### src/rtl/latch_q_monitor.sv
// Synchronizes and debounces the asynchronous d_latch output q, then reports clean edges,
// a saturating transition count and the width of the last high phase. Optional glitch counter: LATCH_Q_MONITOR_GLITCH_CNT_EN.
module latch_q_monitor #(
    parameter int SYNC_STAGES = 2,
    parameter int DEBOUNCE    = 4,
    parameter int CNT_W       = 8
) (
    input  logic             clk,
    input  logic             rst,
    input  logic             q_in,
    input  logic             clr_cnt,
    output logic             q_sync,
    output logic             q_stable,
    output logic             rise_pulse,
    output logic             fall_pulse,
    output logic [CNT_W-1:0] edge_cnt,
    output logic [CNT_W-1:0] high_width,
    output logic             width_valid
`ifdef LATCH_Q_MONITOR_GLITCH_CNT_EN
    ,
    output logic [CNT_W-1:0] glitch_cnt
`endif
);

    localparam int               STAB_W  = (DEBOUNCE < 2) ? 1 : $clog2(DEBOUNCE + 1);
    localparam logic [CNT_W-1:0] CNT_MAX = '1;

    typedef enum logic [1:0] {
        ST_LOW,
        ST_CHK_H,
        ST_HIGH,
        ST_CHK_L
    } state_t;

    logic [SYNC_STAGES-1:0] sync_ff;
    state_t                 state;
    state_t                 state_nxt;
    logic [STAB_W-1:0]      stab_cnt;
    logic [STAB_W-1:0]      stab_cnt_nxt;
    logic                   q_stable_nxt;
    logic                   rise_nxt;
    logic                   fall_nxt;
    logic [CNT_W-1:0]       width_cnt;

    // NOTE: sequential state uses non-blocking assignments so every flop samples pre-edge values.
    always_ff @(posedge clk or posedge rst) begin
        if (rst) begin
            sync_ff <= '0;
        end else begin
            sync_ff <= {sync_ff[SYNC_STAGES-2:0], q_in};
        end
    end

    assign q_sync = sync_ff[SYNC_STAGES-1];

    always_ff @(posedge clk or posedge rst) begin
        if (rst) begin
            state    <= ST_LOW;
            stab_cnt <= '0;
        end else begin
            state    <= state_nxt;
            stab_cnt <= stab_cnt_nxt;
        end
    end

    // NOTE: defaults at the top of the block keep every path assigned, so no latch is inferred.
    always_comb begin
        state_nxt    = state;
        stab_cnt_nxt = stab_cnt;
        case (state)
            ST_LOW: begin
                if (q_sync) begin
                    if (DEBOUNCE == 1) begin
                        state_nxt = ST_HIGH;
                    end else begin
                        state_nxt    = ST_CHK_H;
                        stab_cnt_nxt = STAB_W'(1);
                    end
                end
            end
            ST_CHK_H: begin
                if (!q_sync) begin
                    state_nxt = ST_LOW;
                end else if (int'(stab_cnt) + 1 >= DEBOUNCE) begin
                    state_nxt = ST_HIGH;
                end else begin
                    stab_cnt_nxt = stab_cnt + 1'b1;
                end
            end
            ST_HIGH: begin
                if (!q_sync) begin
                    if (DEBOUNCE == 1) begin
                        state_nxt = ST_LOW;
                    end else begin
                        state_nxt    = ST_CHK_L;
                        stab_cnt_nxt = STAB_W'(1);
                    end
                end
            end
            ST_CHK_L: begin
                if (q_sync) begin
                    state_nxt = ST_HIGH;
                end else if (int'(stab_cnt) + 1 >= DEBOUNCE) begin
                    state_nxt = ST_LOW;
                end else begin
                    stab_cnt_nxt = stab_cnt + 1'b1;
                end
            end
            default: begin
                state_nxt = ST_LOW;
            end
        endcase
    end

    // Outputs are decoded from the next state and registered, so they change together with state.
    always_comb begin
        q_stable_nxt = (state_nxt == ST_HIGH) || (state_nxt == ST_CHK_L);
        rise_nxt     = (state_nxt == ST_HIGH) && ((state == ST_LOW) || (state == ST_CHK_H));
        fall_nxt     = (state_nxt == ST_LOW) && ((state == ST_HIGH) || (state == ST_CHK_L));
    end

    always_ff @(posedge clk or posedge rst) begin
        if (rst) begin
            q_stable    <= 1'b0;
            rise_pulse  <= 1'b0;
            fall_pulse  <= 1'b0;
            width_valid <= 1'b0;
        end else begin
            q_stable    <= q_stable_nxt;
            rise_pulse  <= rise_nxt;
            fall_pulse  <= fall_nxt;
            width_valid <= fall_nxt;
        end
    end

    // Clear beats a coincident count; that transition is intentionally dropped.
    always_ff @(posedge clk or posedge rst) begin
        if (rst) begin
            edge_cnt <= '0;
        end else if (clr_cnt) begin
            edge_cnt <= '0;
        end else if ((rise_pulse || fall_pulse) && (edge_cnt != CNT_MAX)) begin
            edge_cnt <= edge_cnt + 1'b1;
        end
    end

    always_ff @(posedge clk or posedge rst) begin
        if (rst) begin
            width_cnt  <= '0;
            high_width <= '0;
        end else begin
            if (rise_nxt) begin
                width_cnt <= CNT_W'(1);
            end else if (q_stable && (width_cnt != CNT_MAX)) begin
                width_cnt <= width_cnt + 1'b1;
            end
            if (fall_nxt) begin
                high_width <= width_cnt;
            end
        end
    end

`ifdef LATCH_Q_MONITOR_GLITCH_CNT_EN
    logic glitch_nxt;

    assign glitch_nxt = ((state == ST_CHK_H) && (state_nxt == ST_LOW)) ||
                        ((state == ST_CHK_L) && (state_nxt == ST_HIGH));

    always_ff @(posedge clk or posedge rst) begin
        if (rst) begin
            glitch_cnt <= '0;
        end else if (clr_cnt) begin
            glitch_cnt <= '0;
        end else if (glitch_nxt && (glitch_cnt != CNT_MAX)) begin
            glitch_cnt <= glitch_cnt + 1'b1;
        end
    end
`endif

endmodule
### config.mk
export PLATFORM = sky130hd
export DESIGN_NAME = latch_q_monitor
export DESIGN_NICKNAME = d
export VERILOG_FILES = /design/src/rtl/latch_q_monitor.sv
export SDC_FILE = /design/constraint.sdc
export NUM_CORES = 1
export LEC_CHECK = 0
export ABC_AREA = 1
export CORE_UTILIZATION = 57
export DETAILED_ROUTE_END_ITERATION = 8
export HOLD_SLACK_MARGIN = 0.12
export PLACE_DENSITY = 0.9
export SLEW_MARGIN = 10
export SYNTH_ARGS = -nofsm -noshare
export SYNTH_HDL_FRONTEND = slang
export SYNTH_SLANG_ARGS = --single-unit
### constraint.sdc
create_clock -name clk -period 3.25 [get_ports clk]
set_input_delay 0.325 -clock clk [delete_from_list [all_inputs] [get_ports clk]]
set_output_delay 0.325 -clock clk [all_outputs]
set_load 0.01 [all_outputs]
# Word level (Yosys, flattened, before mapping)
# Index checks and enable logic that the tools add are counted.
# Widths: inputs -> output; s select.
[totals]
register_bits = 34
wordCells = 55
[op_classes]
add_sub_neg = 4
magnitude_cmp = 1
eq_ne = 11
n_mux = 17
n_reduce_logical = 13
[op_table]
columns = ["operator", "n"]
rows = [
  ["$mux 8", 4],
  ["$add 8x1->8 const B", 2],
  ["$ne 8x8->1 const B", 2],
  ["$mux 3", 5],
  ["$mux 2", 6],
  ["$pmux 3 s4", 1],
  ["$eq 2x2->1 const B", 4],
  ["$ne 2x2->1 const B", 4],
  ["$pmux 2 s4", 1],
  ["$add 3x1->4 const B", 1],
  ["$ge 4x3->1 const B", 1],
  ["$logic_and 1x1->1", 4],
  ["$logic_not 2->1", 2],
  ["$logic_or 1x1->1", 4],
  ["$reduce_and 4->1", 1],
  ["$reduce_bool 2->1", 2],
  ["$add 3x1->3 const B", 1],
  ["$eq 2x1->1 const B", 1],
]

# Logic depth before layout (Yosys ltp)
# Gate-level depths: netlist of run 1.
[depth]
depth_word = 8
mapped_depth = 9
depth_no_buf = 9

# Worst setup path before layout of run 1
# No wires, ideal clock.
[synth_timing]
path_type = "reg2reg"
startpoint = "register stab_cnt[0]"
endpoint = "register width_cnt[0]"
setup_ps = 128
t_arrival_ps = 1187
t_required_ps = 3122
setup_slack_ps = 1936
stages_incl_launch_ff = 6
path_buffers = 1
synth_period_minus_slack_ps = 1314
path_cell_list = "dfrtp_1 ha_1 o21a_2 nand4_1 buf_2 nand3_1"
[synth_between]
elab_chain_len = 8
elab_cells_between_ends = 11
classes_between = "add/sub (1); order compare (1); eq/ne (1); mux (6); reduce/logical (2)"
[synth_rtl]
columns = ["item", "line_no", "text"]
rows = [
  ["start, declared", "38", "logic [STAB_W-1:0] stab_cnt;"],
  ["start signal, assigned", "62", "stab_cnt <= stab_cnt_nxt;"],
  ["$add 3x1->4 (*)", "84, 103", ""],
  ["$ge 4x3->1 (*)", "84, 103", ""],
  ["$mux 2, on equally long branches", "103, 84", ""],
  ["$mux 2, on equally long branches", "101, 82", ""],
  ["$pmux 2 s4 (*)", "70", "case (state)"],
  ["$eq 2x2->1 (*)", "118", "rise_nxt = (state_nxt == ST_HIGH) && ((state == ST_LOW) || (state == ST_CHK_H));"],
  ["$logic_and 1x1->1 (*)", "118", ""],
  ["$mux 8 or $reduce_bool 2->1 (tied branches)", "n/a", ""],
  ["end signal, assigned", "155", "width_cnt <= width_cnt + 1'b1;"],
  ["end, declared", "43", "logic [CNT_W-1:0] width_cnt;"],
]
# Mark *: on every way between the ends. The rest lies on a longest branch, timed or not.
# A chain may end at the register's enable or synchronous reset.

# Worst setup path in the final report of run 1
[layout_timing]
startpoint = "register q_stable"
endpoint = "output q_stable"
[layout_rtl]
columns = ["item", "line_no", "text"]
rows = [
  ["start, declared", "13", "output logic q_stable,"],
  ["start signal, assigned", "129", "q_stable <= q_stable_nxt;"],
]
# No word-level cell between the ends.

==> report_table.html, run 1 <==
<table>
<tr><th>Metric</th><th>Value</th></tr>
<tr><th colspan="2">Critical path</th></tr>
<tr><td>Worst flop-to-flop path startpoint</td><td>stab_cnt[0]</td></tr>
<tr><td>Type of the setup path with the least slack</td><td>flip-flop to output port</td></tr>
<tr><td>Required arrival time at the worst endpoint</td><td>2.92 ns</td></tr>
<tr><td>Biggest fanout along the worst timing path</td><td>6</td></tr>
<tr><td>Arrival time of the worst setup path</td><td>1.38 ns</td></tr>
<tr><td>CP cell instances</td><td>clkdlybuf4s50_1</td></tr>
<tr><td>Slack of the worst reg-to-reg path</td><td>1.67 ns</td></tr>
<tr><td>Category of the worst setup path capture point</td><td>output port</td></tr>
<tr><td>Worst Setup Start Kind</td><td>flip-flop</td></tr>
<tr><td>Stage delay of the slowest cell on the critical path</td><td>0.58 ns</td></tr>
<tr><td>Slowest-stage cell, CP</td><td>sky130_fd_sc_hd__clkdlybuf4s50_1</td></tr>
<tr><td>Critical R2R Capture</td><td>width_cnt[7]</td></tr>
<tr><td>Family with the most delay on the worst path</td><td>buffers and inverters</td></tr>
<tr><td>Buf+Inv Stages, Crit Path</td><td>1</td></tr>
<tr><td>Worst R2R Path Depth</td><td>5</td></tr>
<tr><th colspan="2">GRT</th></tr>
<tr><td>GR Overflow Total</td><td>0</td></tr>
<tr><td>Aggregate global-route resource usage</td><td>21.2%</td></tr>
<tr><td>Vias in the first global route</td><td>1175</td></tr>
<tr><td>Wire length of the first global-routing pass</td><td>5.06 mm</td></tr>
<tr><td>Maximum number of pins on one net before global-route repair</td><td>34</td></tr>
<tr><td>Antenna violations before repair</td><td>0</td></tr>
<tr><th colspan="2">Synth</th></tr>
<tr><td>Mean instance size in the synthesized netlist</td><td>8.32 um^2</td></tr>
<tr><td>Combined area of all synthesized cells</td><td>1680 um^2</td></tr>
<tr><td>Number of flops mapped to enable cells by yosys</td><td>0</td></tr>
<tr><td>Async set-or-reset flop fraction in the synthesized netlist</td><td>100%</td></tr>
<tr><td>Number of nets produced by synthesis</td><td>209</td></tr>
<tr><td>Synth warn</td><td>0</td></tr>
<tr><td>Number of standard cells after synthesis</td><td>202</td></tr>
<tr><td>Sequential-to-total area share from yosys stat</td><td>49.1%</td></tr>
<tr><td>Leading register cell type out of synthesis</td><td>sky130_fd_sc_hd__dfrtp_1</td></tr>
<tr><td>Number of storage elements in the synthesis netlist</td><td>33</td></tr>
<tr><td>Number of distinct library cells after synthesis</td><td>30</td></tr>
<tr><th colspan="2">Clock tree</th></tr>
<tr><td>CTS tree</td><td>yes</td></tr>
<tr><td>Setup Buffers After CTS</td><td>0</td></tr>
<tr><td># resized after CTS</td><td>0</td></tr>
<tr><td>Worst skew pair latency</td><td>0.33 ns</td></tr>
<tr><td>TritonCTS Buffers</td><td>5</td></tr>
<tr><td>Hold-fix buffers, CTS</td><td>0</td></tr>
<tr><td>Worst-case clock buffer depth</td><td>2</td></tr>
<tr><td>Number of clock sinks</td><td>33</td></tr>
<tr><td>Number of H-tree branching levels</td><td>2</td></tr>
<tr><td>Root buffer selected by CTS</td><td>sky130_fd_sc_hd__clkbuf_4</td></tr>
<tr><td>CTS clk-pin slew, worst paths</td><td>0.09 ns</td></tr>
<tr><th colspan="2">Min path</th></tr>
<tr><td>Type of the worst min-delay path</td><td>input port to async pin</td></tr>
<tr><th colspan="2">Final layout</th></tr>
<tr><td>Area overhead of the layout relative to synthesis</td><td>18.9%</td></tr>
<tr><td>Inserted Diodes</td><td>0</td></tr>
<tr><td>Layout Nets</td><td>238</td></tr>
<tr><td>Layout fillers</td><td>213</td></tr>
<tr><td>Commonest cells after routing, fill and taps aside</td><td>sky130_fd_sc_hd__nand2_1 (66), sky130_fd_sc_hd__dfrtp_1 (33), sky130_fd_sc_hd__clkdlybuf4s50_1 (24)</td></tr>
<tr><td>Post-layout instance area</td><td>2000 um^2</td></tr>
<tr><td>Fraction of final layout cells sized beyond drive strength 1</td><td>14.3%</td></tr>
<tr><td>Most common library cell in the layout ignoring fill and taps</td><td>sky130_fd_sc_hd__nand2_1</td></tr>
<tr><td>Fraction of the core area covered by cells at the end of the flow</td><td>71.9%</td></tr>
<tr><th colspan="2">Timing</th></tr>
<tr><td>Setup WS post-layout</td><td>1.54 ns</td></tr>
<tr><td>Peak Freq</td><td>586 MHz</td></tr>
<tr><td>Number of slew-limit violations in the final report</td><td>0</td></tr>
<tr><td>Transition at the pin with the smallest max-transition slack</td><td>0.464 ns</td></tr>
<tr><td>Worst slew margin</td><td>69.0%</td></tr>
<tr><td>RSZ-0062 raised after global routing</td><td>no</td></tr>
<tr><td>Crit share post-route</td><td>52.5%</td></tr>
<tr><td>Final worst clock skew</td><td>0.00674 ns</td></tr>
<tr><td>Minimum period implied by the final worst setup slack</td><td>1.71 ns</td></tr>
<tr><td>Total negative slack for setup checks</td><td>0 ns</td></tr>
<tr><td>Final setup violation count</td><td>0</td></tr>
<tr><td>Final count of hold timing violations</td><td>0</td></tr>
<tr><th colspan="2">Routing</th></tr>
<tr><td>Detailed Route WL</td><td>2.95 mm</td></tr>
<tr><td>Routed Antenna Nets</td><td>0</td></tr>
<tr><td>Total number of vias</td><td>1380</td></tr>
<tr><td>Mean number of vias per cell</td><td>5.27</td></tr>
<tr><td>Initial drt markers</td><td>57</td></tr>
<tr><td>Wire length per cell</td><td>11.3 um</td></tr>
<tr><td># DRC</td><td>0</td></tr>
<tr><td>Detailed Routing Iterations Pass 1</td><td>4</td></tr>
<tr><th colspan="2">Floorplan</th></tr>
<tr><td>Height of the die</td><td>56.3 um</td></tr>
<tr><td>Number of top-level pins</td><td>25</td></tr>
<tr><td>Die Area</td><td>3170 um^2</td></tr>
<tr><td>Initial standard-cell utilization of the core</td><td>60.5%</td></tr>
<tr><td>Floorplan row count</td><td>19</td></tr>
<tr><td>Die W</td><td>56.3 um</td></tr>
<tr><td>Placeable core area</td><td>2780 um^2</td></tr>
<tr><th colspan="2">Run status</th></tr>
<tr><td>Outcome</td><td>finished, final reports clean</td></tr>
<tr><th colspan="2">Power</th></tr>
<tr><td>P per Cell Area</td><td>550 nW/um^2</td></tr>
<tr><td>Reported leakage power</td><td>0.972 nW</td></tr>
<tr><td>Power, Total</td><td>1.10 mW</td></tr>
<tr><td>VDD IR-drop max</td><td>474 uV</td></tr>
<tr><th colspan="2">Placement</th></tr>
<tr><td>Buffers on Ports</td><td>24</td></tr>
<tr><td>Routability congestion estimate</td><td>0.858</td></tr>
<tr><td>Setup WS pre-CTS</td><td>1.66 ns</td></tr>
<tr><td>Post-detailed-placement cell area</td><td>1940 um^2</td></tr>
<tr><td>Dpl hpwl</td><td>2.09 mm</td></tr>
<tr><th colspan="2">Job</th></tr>
<tr><td>Max-cap violations</td><td>0</td></tr>
</table>
cell usage after synthesis, types with 3 or more instances:
| library cell | instances | area (um^2) |
|---|---|---|
| sky130_fd_sc_hd__inv_2 | 3 | 11.3 |
| sky130_fd_sc_hd__o21ai_2 | 7 | 61.3 |
| sky130_fd_sc_hd__nand4_1 | 4 | 25.0 |
| sky130_fd_sc_hd__nand2_1 | 66 | 248 |
| sky130_fd_sc_hd__nor2_1 | 15 | 56.3 |
| sky130_fd_sc_hd__inv_1 | 18 | 67.6 |
| sky130_fd_sc_hd__dfrtp_1 | 33 | 826 |
| sky130_fd_sc_hd__nand2_2 | 4 | 25.0 |
| sky130_fd_sc_hd__ha_1 | 3 | 37.5 |
| sky130_fd_sc_hd__xor2_1 | 3 | 26.3 |
| sky130_fd_sc_hd__nand3_1 | 21 | 105 |
per-stage QoR:
stage / hold WS, ns / cells
after floorplan: 0.331 / 202
after global placement: 0.334 / 255
after detailed placement: 0.340 / 255
after CTS: 0.360 / 262
after global routing: 0.374 / 262
final: 0.358 / 262
per-layer routing:
layer | up-vias | wire, um | track usage (%)
met5 | - | 0 | 0
met4 | 0 | 77 | 10.1
met3 | 12 | 134 | 7.37
met2 | 38 | 1350 | 33.0
met1 | 633 | 1390 | 26.7
li1 | 697 | - | -
cells by family after synthesis:
logic type	after synthesis	share of synthesized area [%]
compound gates	15	6.55
fa+ha+maj	3	2.23
simple gates	121	33.5
buf+inv	27	7.07
flops	33	49.1
xor+xnor	3	1.56
state kept, by name, indices dropped and copies added, names as in the netlist:
signal	flops
edge_cnt	8
high_width	8
q_stable	1
rise_pulse	1
stab_cnt	3
state	1
sync_ff	2
width_cnt	8
width_valid	1
power by group:
part / total, mW / switching (mW) / internal (mW)
Combinational: 0.317 / 0.195 / 0.123
Clock: 0.230 / 0.128 / 0.102
Sequential: 0.552 / 0.0738 / 0.478
final cells by class:
class                           count  area (um^2)  share of cell area, %
Sequential cell                    33          826                   41.3
Multi-Input combinational cell    142          737                   36.9
Tap cell                           31         38.8                   1.94
Timing Repair Buffer               25          248                   12.4
Inverter                           24         95.1                   4.76
Clock buffer                        7         55.1                   2.75
how the worst max path moves through the flow:
stage | from | endpoint | slack (ns) | cells after the start
6_report | q_stable | q_stable | 1.54 | 1
2_1_floorplan | stab_cnt[0] | width_cnt[0] | 1.94 | 5
3_5_place_dp | stab_cnt[0] | width_cnt[7] | 1.66 | 5
4_1_cts | q_stable | q_stable | 1.50 | 1
5_1_grt | q_stable | q_stable | 1.47 | 1
3_3_place_gp | stab_cnt[0] | width_cnt[6] | 1.74 | 5
Note: power is estimated with default switching activity, not from simulation.
==> run 2: changes to the inputs <==
- CORE_UTILIZATION: 57 -> 48
- PLACE_DENSITY: 0.9 -> 0.82
- clock period: 3.25 -> 1.45 ns (I/O delays scaled with it)
==> report_table.html, run 2 (synthesized netlist as in run 1, its figures left out) <==
<table>
<tr><th>Metric</th><th>Value</th></tr>
<tr><th colspan="2">Routing</th></tr>
<tr><td># DRC</td><td>0 (unchanged)</td></tr>
<tr><td>Detailed Routing Iterations Pass 1</td><td>4 (unchanged)</td></tr>
<tr><td>Mean number of vias per cell</td><td>4.85 (-7.9%)</td></tr>
<tr><td>Met3 WL post-DR</td><td>114 um (-15%)</td></tr>
<tr><td>Total number of vias</td><td>1382 (+0.14%)</td></tr>
<tr><td>Wire length per cell</td><td>11.0 um (-2.6%)</td></tr>
<tr><td>Initial drt markers</td><td>55 (-3.5%)</td></tr>
<tr><td>Routed Antenna Nets</td><td>0 (unchanged)</td></tr>
<tr><td>Detailed Route WL</td><td>3.12 mm (+5.9%)</td></tr>
<tr><td>Total routed wire length on the met1 layer</td><td>1.46 mm (+5.3%)</td></tr>
<tr><td>Sum of met2 wire segment lengths after detailed routing</td><td>1.48 mm (+10%)</td></tr>
<tr><td>Highest Signal Layer</td><td>met4</td></tr>
<tr><th colspan="2">Critical path</th></tr>
<tr><td>Buf+Inv Stages, Crit Path</td><td>1 (unchanged)</td></tr>
<tr><td>Slowest-stage cell, CP</td><td>sky130_fd_sc_hd__clkdlybuf4s50_1</td></tr>
<tr><td>Stage delay of the slowest cell on the critical path</td><td>0.54 ns (-0.04 ns)</td></tr>
<tr><td>Category of the worst setup path capture point</td><td>output port</td></tr>
<tr><td>Critical R2R Capture</td><td>width_cnt[2]</td></tr>
<tr><td>Worst R2R Path Depth</td><td>6 (+1)</td></tr>
<tr><td>Slack of the worst reg-to-reg path</td><td>0.08 ns (-1.59 ns)</td></tr>
<tr><td>Type of the setup path with the least slack</td><td>flip-flop to output port</td></tr>
<tr><td>Family with the most delay on the worst path</td><td>buffers and inverters</td></tr>
<tr><td>Biggest fanout along the worst timing path</td><td>2 (-4)</td></tr>
<tr><td>Arrival time of the worst setup path</td><td>1.24 ns (-0.14 ns)</td></tr>
<tr><td>Worst flop-to-flop path startpoint</td><td>stab_cnt[0]</td></tr>
<tr><td>Required arrival time at the worst endpoint</td><td>1.31 ns (-1.61 ns)</td></tr>
<tr><td>CP cell instances</td><td>clkdlybuf4s50_1</td></tr>
<tr><td>Worst Setup Start Kind</td><td>flip-flop</td></tr>
<tr><th colspan="2">Timing</th></tr>
<tr><td>Transition at the pin with the smallest max-transition slack</td><td>0.394 ns (-0.0705 ns)</td></tr>
<tr><td>Final setup violation count</td><td>0 (unchanged)</td></tr>
<tr><td>Final count of hold timing violations</td><td>0 (unchanged)</td></tr>
<tr><td>Crit share post-route</td><td>95.7%</td></tr>
<tr><td>Peak Freq</td><td>721 MHz</td></tr>
<tr><td>Minimum period implied by the final worst setup slack</td><td>1.39 ns</td></tr>
<tr><td>Worst slew margin</td><td>73.8% (+4.8 points)</td></tr>
<tr><td>Number of slew-limit violations in the final report</td><td>0 (unchanged)</td></tr>
<tr><td>Final worst clock skew</td><td>0.00621 ns (-0.000525 ns)</td></tr>
<tr><td>Total negative slack for setup checks</td><td>0 ns (unchanged)</td></tr>
<tr><td>Post-Route Hold Slack</td><td>0.189 ns (-0.168 ns)</td></tr>
<tr><th colspan="2">Min path</th></tr>
<tr><td>Type of the worst min-delay path</td><td>input port to async pin</td></tr>
<tr><th colspan="2">GRT</th></tr>
<tr><td>GR Overflow Total</td><td>0 (unchanged)</td></tr>
<tr><td>Antenna violations before repair</td><td>0 (unchanged)</td></tr>
<tr><td>Maximum number of pins on one net before global-route repair</td><td>34 (unchanged)</td></tr>
<tr><td>Vias in the first global route</td><td>1251 (+6.5%)</td></tr>
<tr><td>Wire length of the first global-routing pass</td><td>5.15 mm (+1.8%)</td></tr>
<tr><td>Aggregate global-route resource usage</td><td>19.2% (-2.0 points)</td></tr>
<tr><th colspan="2">Clock tree</th></tr>
<tr><td>Number of clock sinks</td><td>33 (unchanged)</td></tr>
<tr><td>Root buffer selected by CTS</td><td>sky130_fd_sc_hd__clkbuf_4</td></tr>
<tr><td>Number of H-tree branching levels</td><td>2 (unchanged)</td></tr>
<tr><td>CTS clk-pin slew, worst paths</td><td>0.10 ns (about the same)</td></tr>
<tr><td>CTS tree</td><td>yes</td></tr>
<tr><td>Worst skew pair latency</td><td>0.33 ns (about the same)</td></tr>
<tr><td>TritonCTS Buffers</td><td>5 (unchanged)</td></tr>
<tr><td>Worst-case clock buffer depth</td><td>2 (unchanged)</td></tr>
<tr><th colspan="2">Floorplan</th></tr>
<tr><td>Number of top-level pins</td><td>25 (unchanged)</td></tr>
<tr><td>Initial standard-cell utilization of the core</td><td>50.4% (-10 points)</td></tr>
<tr><td>Placeable core area</td><td>3340 um^2 (+20%)</td></tr>
<tr><td>Die Area</td><td>3740 um^2 (+18%)</td></tr>
<tr><td>Floorplan row count</td><td>21 (+2)</td></tr>
<tr><td>Die W</td><td>61.2 um (+8.7%)</td></tr>
<tr><td>Height of the die</td><td>61.2 um (+8.7%)</td></tr>
<tr><th colspan="2">Final layout</th></tr>
<tr><td>Commonest cells after routing, fill and taps aside</td><td>sky130_fd_sc_hd__nand2_1 (66), sky130_fd_sc_hd__dfrtp_1 (31), sky130_fd_sc_hd__nand3_1 (21)</td></tr>
<tr><td>Area overhead of the layout relative to synthesis</td><td>28.7%</td></tr>
<tr><td>Inserted Diodes</td><td>0 (unchanged)</td></tr>
<tr><td>Layout fillers</td><td>291 (+37%)</td></tr>
<tr><td>Post-layout instance area</td><td>2160 um^2 (+8.3%)</td></tr>
<tr><td>Layout Nets</td><td>245 (+2.9%)</td></tr>
<tr><td>Fraction of final layout cells sized beyond drive strength 1</td><td>18.4% (+4.1 points)</td></tr>
<tr><td>Most common library cell in the layout ignoring fill and taps</td><td>sky130_fd_sc_hd__nand2_1</td></tr>
<tr><td>Largest registers in the final layout</td><td>edge_cnt x8, high_width x8, width_cnt x8</td></tr>
<tr><th colspan="2">Placement</th></tr>
<tr><td>Buffers on Ports</td><td>24 (unchanged)</td></tr>
<tr><td>Post-detailed-placement cell area</td><td>2010 um^2 (+3.4%)</td></tr>
<tr><td>Routability congestion estimate</td><td>0.851 (-0.80%)</td></tr>
<tr><td>Dpl hpwl</td><td>2.33 mm (+11%)</td></tr>
<tr><th colspan="2">Power</th></tr>
<tr><td>VDD IR-drop max</td><td>914 uV (+93%)</td></tr>
<tr><td>Power, Total</td><td>2.68 mW (+140%)</td></tr>
<tr><td>Reported leakage power</td><td>1.20 nW (+24%)</td></tr>
<tr><td>P per Cell Area</td><td>1240 nW/um^2 (+130%)</td></tr>
<tr><th colspan="2">Run status</th></tr>
<tr><td>Outcome</td><td>finished, final reports clean</td></tr>
<tr><th colspan="2">Job</th></tr>
<tr><td>Max-cap violations</td><td>0 (unchanged)</td></tr>
</table>
## run 2: cell type report
type | instances | area (um^2) | area share, %
multi-input combinational | 142 | 752 | 34.7
tap | 46 | 57.6 | 2.66
clock inverter | 1 | 30.0 | 1.39
timing repair buffer | 32 | 347 | 16.0
clock buffer | 7 | 55.1 | 2.54
sequential | 33 | 828 | 38.3
inverter | 24 | 95.1 | 4.39
## run 2: timing repair
action,4_1_cts,5_1_grt
endpoints found under the setup margin,5,18
buffers inserted,4,0
gates resized for setup,3,12
hold buffers,0,0
## run 2: worst max path at each step
| stage | cells after the start | to | start |
|---|---|---|---|
| after floorplan | 5 | width_cnt[0] | stab_cnt[0] |
| after global placement | 6 | width_cnt[2] | width_cnt[0] |
| after detailed placement | 6 | width_cnt[4] | width_cnt[0] |
| after CTS | 1 | edge_cnt[0] | edge_cnt[0] |
| after global routing | 7 | width_cnt[7] | width_cnt[0] |
| final | 1 | edge_cnt[2] | edge_cnt[2] |
## run 2: power breakdown
| part | total (mW) | internal, mW | switching [mW] |
|---|---|---|---|
| combinational | 0.751 | 0.304 | 0.447 |
| sequential | 1.22 | 1.07 | 0.145 |
| clock | 0.712 | 0.412 | 0.300 |
| total | 2.68 | 1.79 | 0.892 |
## run 2: metal layers
layer | global-route usage (%) | up-vias
met5 | 0 | -
met4 | 11.0 | 0
met3 | 4.41 | 8
met2 | 31.8 | 26
met1 | 22.9 | 632
li1 | - | 716
## run 2: worst register-to-register path, cell delays in order (launching register included)
cell	delay, ns
sky130_fd_sc_hd__dfrtp_1	0.42
sky130_fd_sc_hd__ha_1	0.23
sky130_fd_sc_hd__o21a_2	0.25
sky130_fd_sc_hd__nand4_1	0.13
sky130_fd_sc_hd__buf_12	0.14
sky130_fd_sc_hd__nand2_1	0.06
sky130_fd_sc_hd__nor2_1	0.09
## run 2: through the flow
step	instances	worst slack, ns	utilization (%)
2_1_floorplan	202	0.136	-
3_3_place_gp	273	0.0572	60.3
3_5_place_dp	273	0.0296	60.3
4_1_cts	285	0.00614	63.7
5_1_grt	285	-0.00744	64.9
6_report	285	0.0623	64.9
==> run 3: changes to the inputs <==
- CORE_MARGIN: not set -> 1.5
==> report_table.html, run 3 (synthesized netlist as in run 1, its figures left out) <==
<table>
<tr><th>Metric</th><th>Value</th></tr>
<tr><th colspan="2">GRT</th></tr>
<tr><td>GR Overflow Total</td><td>0 (unchanged)</td></tr>
<tr><td>Vias in the first global route</td><td>1242 (-0.72%)</td></tr>
<tr><td>Antenna violations before repair</td><td>0 (unchanged)</td></tr>
<tr><td>Wire length of the first global-routing pass</td><td>5.46 mm (+5.9%)</td></tr>
<tr><td>Aggregate global-route resource usage</td><td>18.0% (-1.2 points)</td></tr>
<tr><td>Maximum number of pins on one net before global-route repair</td><td>34 (unchanged)</td></tr>
<tr><th colspan="2">Critical path</th></tr>
<tr><td>Required arrival time at the worst endpoint</td><td>1.31 ns (about the same)</td></tr>
<tr><td>Arrival time of the worst setup path</td><td>1.26 ns (+0.02 ns)</td></tr>
<tr><td>Stage delay of the slowest cell on the critical path</td><td>0.56 ns (+0.02 ns)</td></tr>
<tr><td>Category of the worst setup path capture point</td><td>output port</td></tr>
<tr><td>CP cell instances</td><td>clkdlybuf4s50_1</td></tr>
<tr><td>Type of the setup path with the least slack</td><td>flip-flop to output port</td></tr>
<tr><td>Worst Setup Start Kind</td><td>flip-flop</td></tr>
<tr><td>Buf+Inv Stages, Crit Path</td><td>1 (unchanged)</td></tr>
<tr><td>Family with the most delay on the worst path</td><td>buffers and inverters</td></tr>
<tr><td>Slowest-stage cell, CP</td><td>sky130_fd_sc_hd__clkdlybuf4s50_1</td></tr>
<tr><td>Crit. path cell count</td><td>1 (unchanged)</td></tr>
<tr><td>Worst R2R Path Depth</td><td>9 (+3)</td></tr>
<tr><td>Biggest fanout along the worst timing path</td><td>2 (unchanged)</td></tr>
<tr><th colspan="2">Power</th></tr>
<tr><td>Reported leakage power</td><td>1.14 nW (-5.4%)</td></tr>
<tr><td>VDD IR-drop max</td><td>918 uV (+0.37%)</td></tr>
<tr><td>Relative contribution of sequential cells to total power</td><td>44.8% (-0.7 points)</td></tr>
<tr><td>Clock share of power</td><td>26.0% (-0.5 points)</td></tr>
<tr><td>Switching share of power</td><td>33.5% (+0.28 points)</td></tr>
<tr><td>Int Pwr</td><td>1.81 mW (+1.3%)</td></tr>
<tr><td>Psw</td><td>915 uW (+2.6%)</td></tr>
<tr><td>Combinational fraction of design power</td><td>29.3% (+1.3 points)</td></tr>
<tr><td>P per Cell Area</td><td>1260 nW/um^2 (+1.7%)</td></tr>
<tr><th colspan="2">Final layout</th></tr>
<tr><td>Reg area</td><td>828 um^2 (unchanged)</td></tr>
<tr><td>Final cell count without fillers</td><td>288 (+1.1%)</td></tr>
<tr><td>Area overhead of the layout relative to synthesis</td><td>28.7% (unchanged)</td></tr>
<tr><td>Fraction of final layout cells sized beyond drive strength 1</td><td>19.4% (+1.0 points)</td></tr>
<tr><td>Post-layout instance area</td><td>2160 um^2 (unchanged)</td></tr>
<tr><td>Layout fillers</td><td>292 (+0.34%)</td></tr>
<tr><td>Layout Nets</td><td>248 (+1.2%)</td></tr>
<tr><td>Inserted Diodes</td><td>0 (unchanged)</td></tr>
<tr><td>Combined area of the multi-input logic cells</td><td>752 um^2 (unchanged)</td></tr>
<tr><td>Largest registers in the final layout</td><td>edge_cnt x8, high_width x8, width_cnt x8</td></tr>
<tr><td>Most common library cell in the layout ignoring fill and taps</td><td>sky130_fd_sc_hd__nand2_1</td></tr>
<tr><td>Commonest cells after routing, fill and taps aside</td><td>sky130_fd_sc_hd__nand2_1 (66), sky130_fd_sc_hd__dfrtp_1 (31), sky130_fd_sc_hd__nand3_1 (21)</td></tr>
<tr><th colspan="2">Routing</th></tr>
<tr><td>Initial drt markers</td><td>92 (+67%)</td></tr>
<tr><td>Total number of vias</td><td>1379 (-0.22%)</td></tr>
<tr><td>Detailed Route WL</td><td>3.17 mm (+1.4%)</td></tr>
<tr><td>Detailed Routing Iterations Pass 1</td><td>4 (unchanged)</td></tr>
<tr><td># DRC</td><td>0 (unchanged)</td></tr>
<tr><td>Routed Antenna Nets</td><td>0 (unchanged)</td></tr>
<tr><td>Mean number of vias per cell</td><td>4.79 (-1.3%)</td></tr>
<tr><td>Wire length per cell</td><td>11.0 um (+0.32%)</td></tr>
<tr><th colspan="2">Floorplan</th></tr>
<tr><td>Number of top-level pins</td><td>25 (unchanged)</td></tr>
<tr><td>Floorplan row count</td><td>21 (unchanged)</td></tr>
<tr><td>Die Area</td><td>3870 um^2 (+3.3%)</td></tr>
<tr><td>Die W</td><td>62.2 um (+1.6%)</td></tr>
<tr><td>Height of the die</td><td>62.2 um (+1.6%)</td></tr>
<tr><td>Placeable core area</td><td>3340 um^2 (unchanged)</td></tr>
<tr><td>Initial standard-cell utilization of the core</td><td>50.4% (unchanged)</td></tr>
<tr><th colspan="2">Clock tree</th></tr>
<tr><td>Root buffer selected by CTS</td><td>sky130_fd_sc_hd__clkbuf_4</td></tr>
<tr><td>CTS clk-pin slew, worst paths</td><td>0.09 ns (about the same)</td></tr>
<tr><td>Number of H-tree branching levels</td><td>2 (unchanged)</td></tr>
<tr><td>Worst skew pair latency</td><td>0.33 ns (about the same)</td></tr>
<tr><td>Worst-case clock buffer depth</td><td>2 (unchanged)</td></tr>
<tr><td>TritonCTS Buffers</td><td>5 (unchanged)</td></tr>
<tr><td>Number of clock sinks</td><td>33 (unchanged)</td></tr>
<tr><td>CTS tree</td><td>yes</td></tr>
<tr><th colspan="2">Placement</th></tr>
<tr><td>Post-detailed-placement cell area</td><td>2010 um^2 (-0.25%)</td></tr>
<tr><td>Buffers on Ports</td><td>24 (unchanged)</td></tr>
<tr><td>Dpl hpwl</td><td>2.26 mm (-2.9%)</td></tr>
<tr><td>Total placed cells including tap cells</td><td>274 (+0.37%)</td></tr>
<tr><td>Routability congestion estimate</td><td>0.834 (-2.0%)</td></tr>
<tr><th colspan="2">Run status</th></tr>
<tr><td>Outcome</td><td>finished, final reports clean</td></tr>
<tr><th colspan="2">Timing</th></tr>
<tr><td>Worst slew margin</td><td>73.5% (-0.29 points)</td></tr>
<tr><td>Final setup violation count</td><td>0 (unchanged)</td></tr>
<tr><td>Final count of hold timing violations</td><td>0 (unchanged)</td></tr>
<tr><td>Number of slew-limit violations in the final report</td><td>0 (unchanged)</td></tr>
<tr><td>Final worst clock skew</td><td>0.00414 ns (-0.00207 ns)</td></tr>
<tr><td>Crit share post-route</td><td>96.8% (+1.1 points)</td></tr>
<tr><td>Transition at the pin with the smallest max-transition slack</td><td>0.398 ns (+0.00429 ns)</td></tr>
<tr><td>Minimum period implied by the final worst setup slack</td><td>1.40 ns (+0.0153 ns)</td></tr>
<tr><td>Peak Freq</td><td>713 MHz (-1.1%)</td></tr>
<tr><th colspan="2">Job</th></tr>
<tr><td>Max-cap violations</td><td>0 (unchanged)</td></tr>
<tr><th colspan="2">Min path</th></tr>
<tr><td>Type of the worst min-delay path</td><td>input port to async pin</td></tr>
</table>
## run 3: final timing paths
| path | startpoint | end | slack, ns |
|---|---|---|---|
| min reg2reg | sync_ff[0] | sync_ff[1] | 0.36 |
| min | rst | edge_cnt[3] | 0.19 |
| max | high_width[0] | high_width[0] | 0.05 |
| min in group clk | q_in | sync_ff[0] | 0.24 |
| max reg2reg | edge_cnt[0] | edge_cnt[1] | 0.10 |
| max in group asynchronous | rst | q_stable | 0.95 |
## run 3: power groups by stage
stage | Clock, mW | Sequential [mW] | Combinational (mW)
floorplan | 0 | 1.23 | 0.486
global placement | 0 | 1.23 | 0.743
detailed placement | 0 | 1.24 | 0.765
CTS | 0.728 | 1.22 | 0.761
global route | 0.778 | 1.25 | 0.908
finish | 0.709 | 1.22 | 0.798
## run 3: per-stage QoR
step / total power [mW] / setup TNS (ns) / hold WS [ns] / util (%) / setup slack [ns]
floorplan: 1.72 / 0 / 0.176 / - / 0.136
global placement: 1.97 / 0 / 0.333 / 60.1 / 0.0974
detailed placement: 2.00 / 0 / 0.342 / 60.1 / 0.0699
CTS: 2.71 / 0 / 0.194 / 63.6 / 0.00225
global route: 2.93 / -0.000789 / 0.220 / 64.9 / -0.000789
finish: 2.73 / 0 / 0.194 / 64.9 / 0.0470
## run 3: timing repair
| item | 4_1_cts | 5_1_grt |
|---|---|---|
| hold buffers | 0 | 0 |
| resized for setup | 3 | 8 |
| buffers inserted | 4 | 2 |
| setup endpoints to repair | 5 | 18 |
## run 3: cell type report
cell class	instances	share of cell area [%]
inverters	24	4.39
clock inverters	1	1.39
repair buffers	35	16.0
multi-input cells	142	34.7
clock buffers	7	2.54
flip-flops and latches	33	38.3
well taps	46	2.66
## run 3: layer usage
metal / wire, um / GRT usage (%) / vias up
li1: - / - / 719
met1: 1510 / 22.6 / 625
met2: 1450 / 28.5 / 26
met3: 114 / 3.99 / 9
met4: 90 / 10.8 / 0
met5: 0 / 0 / -
## run 3: worst min-delay path, stage by stage
cell	delay, ns
sky130_fd_sc_hd__clkdlybuf4s50_1	0.40
sky130_fd_sc_hd__inv_1	0.05
sky130_fd_sc_hd__buf_4	0.36
